`src/rtl/ex_div_unit.sv`:
```
// Iterative radix-2 restoring divider for RV32M DIV/DIVU/REM/REMU in the EX stage.
// Raises STALL while a divide occupies EX; DONE pulses for one cycle with RESULT valid.
module ex_div_unit #(
    parameter int WIDTH = 32
) (
    input  logic             i_clk,
    input  logic             i_reset,
    input  logic             i_start,
    input  logic [1:0]       i_op,
    input  logic [WIDTH-1:0] i_a,
    input  logic [WIDTH-1:0] i_b,
    input  logic             i_flush,
    output logic             o_busy,
    output logic             o_stall,
    output logic             o_done,
    output logic [WIDTH-1:0] o_result,
    output logic [1:0]       o_dbg_state
);

    localparam int CW = $clog2(WIDTH);
    localparam logic [WIDTH-1:0] MIN_INT = {1'b1, {(WIDTH-1){1'b0}}};

    typedef enum logic [1:0] {
        S_IDLE = 2'd0,
        S_CALC = 2'd1,
        S_FIN  = 2'd2
    } state_t;

    state_t           r_state;
    state_t           w_state_next;
    logic [CW-1:0]    r_count;
    logic [WIDTH-1:0] r_quo;
    logic [WIDTH-1:0] r_rem;
    logic [WIDTH-1:0] r_divisor;
    logic             r_neg_q;
    logic             r_neg_r;
    logic             r_op_rem;
    logic [WIDTH-1:0] r_result;

    // Operand decode used at the accept edge
    logic             w_signed;
    logic             w_a_neg;
    logic             w_b_neg;
    logic [WIDTH-1:0] w_a_mag;
    logic [WIDTH-1:0] w_b_mag;
    logic             w_div_zero;
    logic             w_ovf;
    logic             w_special;
    logic [WIDTH-1:0] w_special_result;

    assign w_signed   = ~i_op[0];
    assign w_a_neg    = w_signed & i_a[WIDTH-1];
    assign w_b_neg    = w_signed & i_b[WIDTH-1];
    assign w_a_mag    = w_a_neg ? (~i_a + WIDTH'(1)) : i_a;
    assign w_b_mag    = w_b_neg ? (~i_b + WIDTH'(1)) : i_b;
    assign w_div_zero = (i_b == '0);
    assign w_ovf      = w_signed & (i_a == MIN_INT) & (i_b == '1);
    assign w_special  = w_div_zero | w_ovf;

    always_comb begin
        w_special_result = '0;
        if (w_div_zero) begin
            w_special_result = i_op[1] ? i_a : '1;
        end else begin
            w_special_result = i_op[1] ? '0 : MIN_INT;
        end
    end

    // One restoring step: the shifted remainder is WIDTH+1 bits wide, but once the
    // trial subtraction succeeds the difference always fits back into WIDTH bits.
    logic [WIDTH:0]   w_shift;
    logic             w_ge;
    logic [WIDTH-1:0] w_diff;
    logic [WIDTH-1:0] w_rem_next;
    logic [WIDTH-1:0] w_quo_next;
    logic [WIDTH-1:0] w_final;
    logic             w_last;

    assign w_shift    = {r_rem, r_quo[WIDTH-1]};
    assign w_ge       = (w_shift >= {1'b0, r_divisor});
    assign w_diff     = w_shift[WIDTH-1:0] - r_divisor;
    assign w_rem_next = w_ge ? w_diff : w_shift[WIDTH-1:0];
    assign w_quo_next = {r_quo[WIDTH-2:0], w_ge};
    assign w_last     = (r_count == CW'(WIDTH-1));

    always_comb begin
        w_final = '0;
        if (r_op_rem) begin
            w_final = r_neg_r ? (~w_rem_next + WIDTH'(1)) : w_rem_next;
        end else begin
            w_final = r_neg_q ? (~w_quo_next + WIDTH'(1)) : w_quo_next;
        end
    end

    always_ff @(posedge i_clk) begin
        if (i_reset) begin
            r_state <= S_IDLE;
        end else begin
            r_state <= w_state_next;
        end
    end

    always_comb begin
        w_state_next = r_state;
        case (r_state)
            S_IDLE: if (i_start) w_state_next = w_special ? S_FIN : S_CALC;
            S_CALC: if (w_last) w_state_next = S_FIN;
            S_FIN:  w_state_next = S_IDLE;
            default: w_state_next = S_IDLE;
        endcase
        if (i_flush) begin
            w_state_next = S_IDLE;
        end
    end

    // Flush leaves every datapath register untouched, so RESULT keeps its last value.
    always_ff @(posedge i_clk) begin
        if (i_reset) begin
            r_count   <= '0;
            r_quo     <= '0;
            r_rem     <= '0;
            r_divisor <= '0;
            r_neg_q   <= 1'b0;
            r_neg_r   <= 1'b0;
            r_op_rem  <= 1'b0;
            r_result  <= '0;
        end else if (!i_flush) begin
            case (r_state)
                S_IDLE: begin
                    if (i_start) begin
                        if (w_special) begin
                            r_result <= w_special_result;
                        end else begin
                            r_quo     <= w_a_mag;
                            r_divisor <= w_b_mag;
                            r_rem     <= '0;
                            r_count   <= '0;
                            r_neg_q   <= (i_op == 2'b00) & (i_a[WIDTH-1] ^ i_b[WIDTH-1]);
                            r_neg_r   <= (i_op == 2'b10) & i_a[WIDTH-1];
                            r_op_rem  <= i_op[1];
                        end
                    end
                end
                S_CALC: begin
                    r_rem   <= w_rem_next;
                    r_quo   <= w_quo_next;
                    r_count <= r_count + 1'b1;
                    if (w_last) begin
                        r_result <= w_final;
                    end
                end
                default: ;
            endcase
        end
    end

    assign o_busy      = (r_state != S_IDLE);
    assign o_stall     = ((r_state == S_IDLE) && i_start) || (r_state == S_CALC);
    assign o_done      = (r_state == S_FIN);
    assign o_result    = r_result;
    assign o_dbg_state = r_state;

endmodule

```
`config.mk`:
```
export PLATFORM = sky130hd
export DESIGN_NAME = ex_div_unit
export DESIGN_NICKNAME = d
export VERILOG_FILES = /design/src/rtl/ex_div_unit.sv
export SDC_FILE = /design/constraint.sdc
export NUM_CORES = 1
export LEC_CHECK = 0
export ABC_AREA = 1
export CELL_PAD_IN_SITES_DETAIL_PLACEMENT = 1
export CELL_PAD_IN_SITES_GLOBAL_PLACEMENT = 1
export CORE_ASPECT_RATIO = 0.75
export CORE_UTILIZATION = 41
export DETAILED_ROUTE_END_ITERATION = 8
export GPL_ROUTABILITY_DRIVEN = 1
export PLACE_DENSITY_LB_ADDON = 0.1
export SKIP_CTS_REPAIR_TIMING = 1
export SLEW_MARGIN = 20
export SYNTH_ARGS = -nofsm -noshare
export SYNTH_HDL_FRONTEND = slang
export SYNTH_SLANG_ARGS = --single-unit
export TNS_END_PERCENT = 5
```
`constraint.sdc`:
```
create_clock -name i_clk -period 4.35 [get_ports i_clk]
set_input_delay 0.87 -clock i_clk [delete_from_list [all_inputs] [get_ports i_clk]]
set_output_delay 0.87 -clock i_clk [all_outputs]
set_load 0.02 [all_outputs]
```
==> flow_metrics.py <==
metrics = {
    "run_status": {
        "status": "finished, final reports clean",
    },
    "global_route": {
        "grt_first_pass_wirelength_um": 83000,
        "grt_pass1_vias": 14800,
        "grt_usage_pct": 34.6,
        "grt_overflow_total": 0,
        "antenna_found_initial": 3,
        "grt_max_degree": 83,
    },
    "place": {
        "gp_congestion": 0.949,
        "dpl-instance-area_um2": 14100,
        "numPortBuffers": 106,
        "place_inst": 2600,
        "dpl.hpwl_um": 41500,
    },
    "job": {
        "max-cap-violations": 0,
    },
    "power_and_ir_drop": {
        "ir_drop_mv": 0.263,
        "p_per_area_nw_per_um2": 297,
        "p_leak_nw": 6.86,
        "total_power_mw": 4.41,
    },
    "logic_synthesis": {
        "yosysWarningCount": 0,
        "syn_area_um2": 12300,
        "postSynthCellCount": 2101,
        "ys_seq_elements": 138,
        "ys.flop_type": "dfxtp_1",
        "synthDominantCellAreaShare_pct": 22.5,
        "synthTopCellsByArea": "dfxtp_1, nand2_1, a21oi_1",
        "synth_edf_count": 0,
        "synthArstFlopShare_pct": 0,
        "seq_area_frac_synth_pct": 22.5,
        "syn_nets": 2211,
        "yosysTopAreaCell": "dfxtp_1",
        "avgSynthCellArea_um2": 5.85,
        "synth_cell_types": 50,
    },
    "setup_path": {
        "path_class": "in -> reg",
        "start_kind": "input pin",
        "cpMostUsedCell": "nand2_1",
        "path_max_fanout": 9,
        "crit_buf_inv": 4,
        "cp.required_ps": 4720,
        "crit_arrival_ps": 4550,
        "slowest_delay_ps": 560,
        "slowest_stage": "clkdlybuf4s50_1",
        "critPathTopFamily": "simple AND/OR/NAND/NOR gates",
        "crit_chain": "clkdlybuf4s50_1 -> inv_1 -> ha_1 -> nand3_1 -> nor3_1 -> nand2_1 -> inv_1 -> nand4_1 -> nor3_4 -> nand4_1 -> nand3_1 -> nand2_1 -> nor2_4 -> inv_2 -> a21oi_1 -> nand2_1 -> a21oi_1",
        "worst_setup_path_end_kind": "flop",
    },
    "cts": {
        "cts_max_level": 4,
        "cts_buffers": 17,
        "insertion_delay_ps": 450,
        "cts_sinks": 138,
        "cts_buffer_depth": 2,
        "cts_tree": "done",
        "cts_root_buffer": "clkbuf_16",
        "cts.clk_slew.worst_paths_ps": 60,
    },
    "cells_and_area": {
        "drive_above_1_share_pct": 10.3,
        "area_growth_syn_to_layout_pct": 20.5,
        "layout.cells.non_filler": 2635,
        "design_area_um2": 14800,
        "final_nets": 2340,
    },
    "die": {
        "start_util_pct": 42.0,
        "die_y_um": 152,
        "dieArea_um2": 30700,
        "rows": 54,
        "core_area_um2": 29300,
        "ios": 107,
        "die_x_um": 202,
    },
    "routing": {
        "first_iter_violations": 1334,
        "top_layer_used": "met4",
        "drcViolationCount": 0,
        "drt.antenna.violating_nets": 0,
        "routedWlPerCell_um": 20.2,
        "wl_met1_um": 25100,
        "wl_um": 53100,
        "vias": 14800,
        "drtPass1Iterations": 5,
        "routed_via_density": 5.63,
        "wl_met2_um": 22100,
        "dr_wl_met3_um": 5030,
    },
    "timing": {
        "worst_pin_slew_ps": 1050,
        "max_freq_mhz": 239,
        "hold_viol": 0,
        "fin_crit_ps": 4190,
        "maxSlewHeadroom_pct": 29.8,
        "slew_violations": 0,
        "clock_skew_ps": 11.1,
        "fin_crit_sh_pct": 96.3,
        "hold_slack_ps": 475,
        "setup_violations": 0,
        "rsz0062_at_grt": "yes",
    },
    "hold_path": {
        "hold_path_class": "reg -> reg",
    },
}
## worst paths after layout
kind / from / end / slack (ps) / depth (start not counted)
hold reg to reg: o_result[15]$_SDFFE_PP0P_ / o_result[15]$_SDFFE_PP0P_ / 480 / 2
setup / recovery: i_a[0] / o_result[21]$_SDFFE_PP0P_ / 160 / 17
hold / removal: o_result[15]$_SDFFE_PP0P_ / o_result[15]$_SDFFE_PP0P_ / 480 / 2
setup reg to reg: r_divisor[16]$_SDFFE_PP0P_ / o_result[26]$_SDFFE_PP0P_ / 210 / 28
## through the flow
step	utilization (%)	worst slack, ps	setup TNS, ps
4_1_cts	50.3	-203	-899
6_report	50.6	162	0
3_3_place_gp	48.3	-532	-15680
3_5_place_dp	48.3	-659	-27020
5_1_grt	50.6	-109	-539
2_1_floorplan	-	647	0
## kinds of logic (layout without fill, tap and decap cells)
kind of cell               Yosys count  after routing  synth area share (%)
and+or+nand+nor                   1112           1112                  39.6
AOI/OAI and AO/OA                  411            411                  18.5
buffers and inverters              340            481                  11.0
DFF                                138            138                  22.5
xor gates and xnor gates            60             60                  4.27
adders and majority gates           40             40                  4.13
other                                0              1                     0
## cell usage after synthesis (all sizes together) (2+ instances only)
| library cell | number |
|---|---|
| clkbuf | 57 |
| a211oi | 2 |
| xnor2 | 16 |
| o31ai | 2 |
| o21bai | 11 |
| a31oi | 18 |
| o21ai | 123 |
| nand2 | 634 |
| nor4 | 12 |
| clkinv | 4 |
| o221ai | 5 |
| and2 | 2 |
| dfxtp | 138 |
| o211ai | 19 |
| a21oi | 215 |
| nand3b | 8 |
| nand3 | 152 |
| nand4 | 32 |
| nor2 | 231 |
| xor2 | 44 |
| or2 | 10 |
| inv | 257 |
| ha | 39 |
| nor3 | 28 |
| buf | 22 |
| a22oi | 12 |
## power breakdown
| group | leakage, nW | switching, mW | internal, mW | total (mW) |
|---|---|---|---|---|
| combinational | 5.44 | 0.975 | 0.484 | 1.46 |
| clock | 0.297 | 0.597 | 0.984 | 1.58 |
| sequential | 1.12 | 0.0516 | 1.31 | 1.36 |
## registers in the layout, indices dropped and copies added, names as in the netlist
register     count
o_result        32
r_divisor       32
r_quo           32
r_rem           32
r_count          5
o_dbg_state      2
r_neg_q          1
r_neg_r          1
r_op_rem         1
## cell usage in the layout, fill, tap and decap left out, types with 5 or more instances in the layout
cell type / instances
a31oi_1: 18
a21oi_1: 205
inv_2: 8
a21oi_2: 10
nand4_1: 32
inv_1: 248
o211ai_1: 19
nand3b_1: 8
clkbuf_16: 17
nor2_2: 23
a22oi_1: 12
buf_4: 80
xnor2_1: 16
nand2_1: 599
o21ai_1: 13
nor3_1: 22
nor4_1: 12
nand2_2: 32
nand3_1: 140
o21ai_0: 106
o221ai_1: 5
clkdlybuf4s50_1: 105
or2_2: 8
nor2_1: 198
nand3_2: 12
xor2_1: 44
nor2_4: 10
ha_1: 38
o21bai_1: 11
dfxtp_1: 138
## layer usage
metal  vias to the layer above  global-route usage [%]
li1                       7085                       -
met1                      7192                    49.0
met2                       512                    50.7
met3                        56                    10.3
met4                         0                    8.26
met5                         -                       0
## tightest hold or removal path: cells and delay by family, from the launching register on
family,cells,cell delay [ps]
and+or+nand+nor,1,60
AOI/OAI and AO/OA,1,60
DFF,1,310
## layout make-up
cell class,instances,area [um2]
Timing Repair Buffer,189,1710
Inverter,261,987
Antenna cell,1,2.50
Fill cell,4138,14400
Sequential cell,138,2760
Tap cell,392,490
Clock inverter,8,143
Multi-Input combinational cell,1623,8250
Clock buffer,23,468
(Power assumes the default switching activity.)
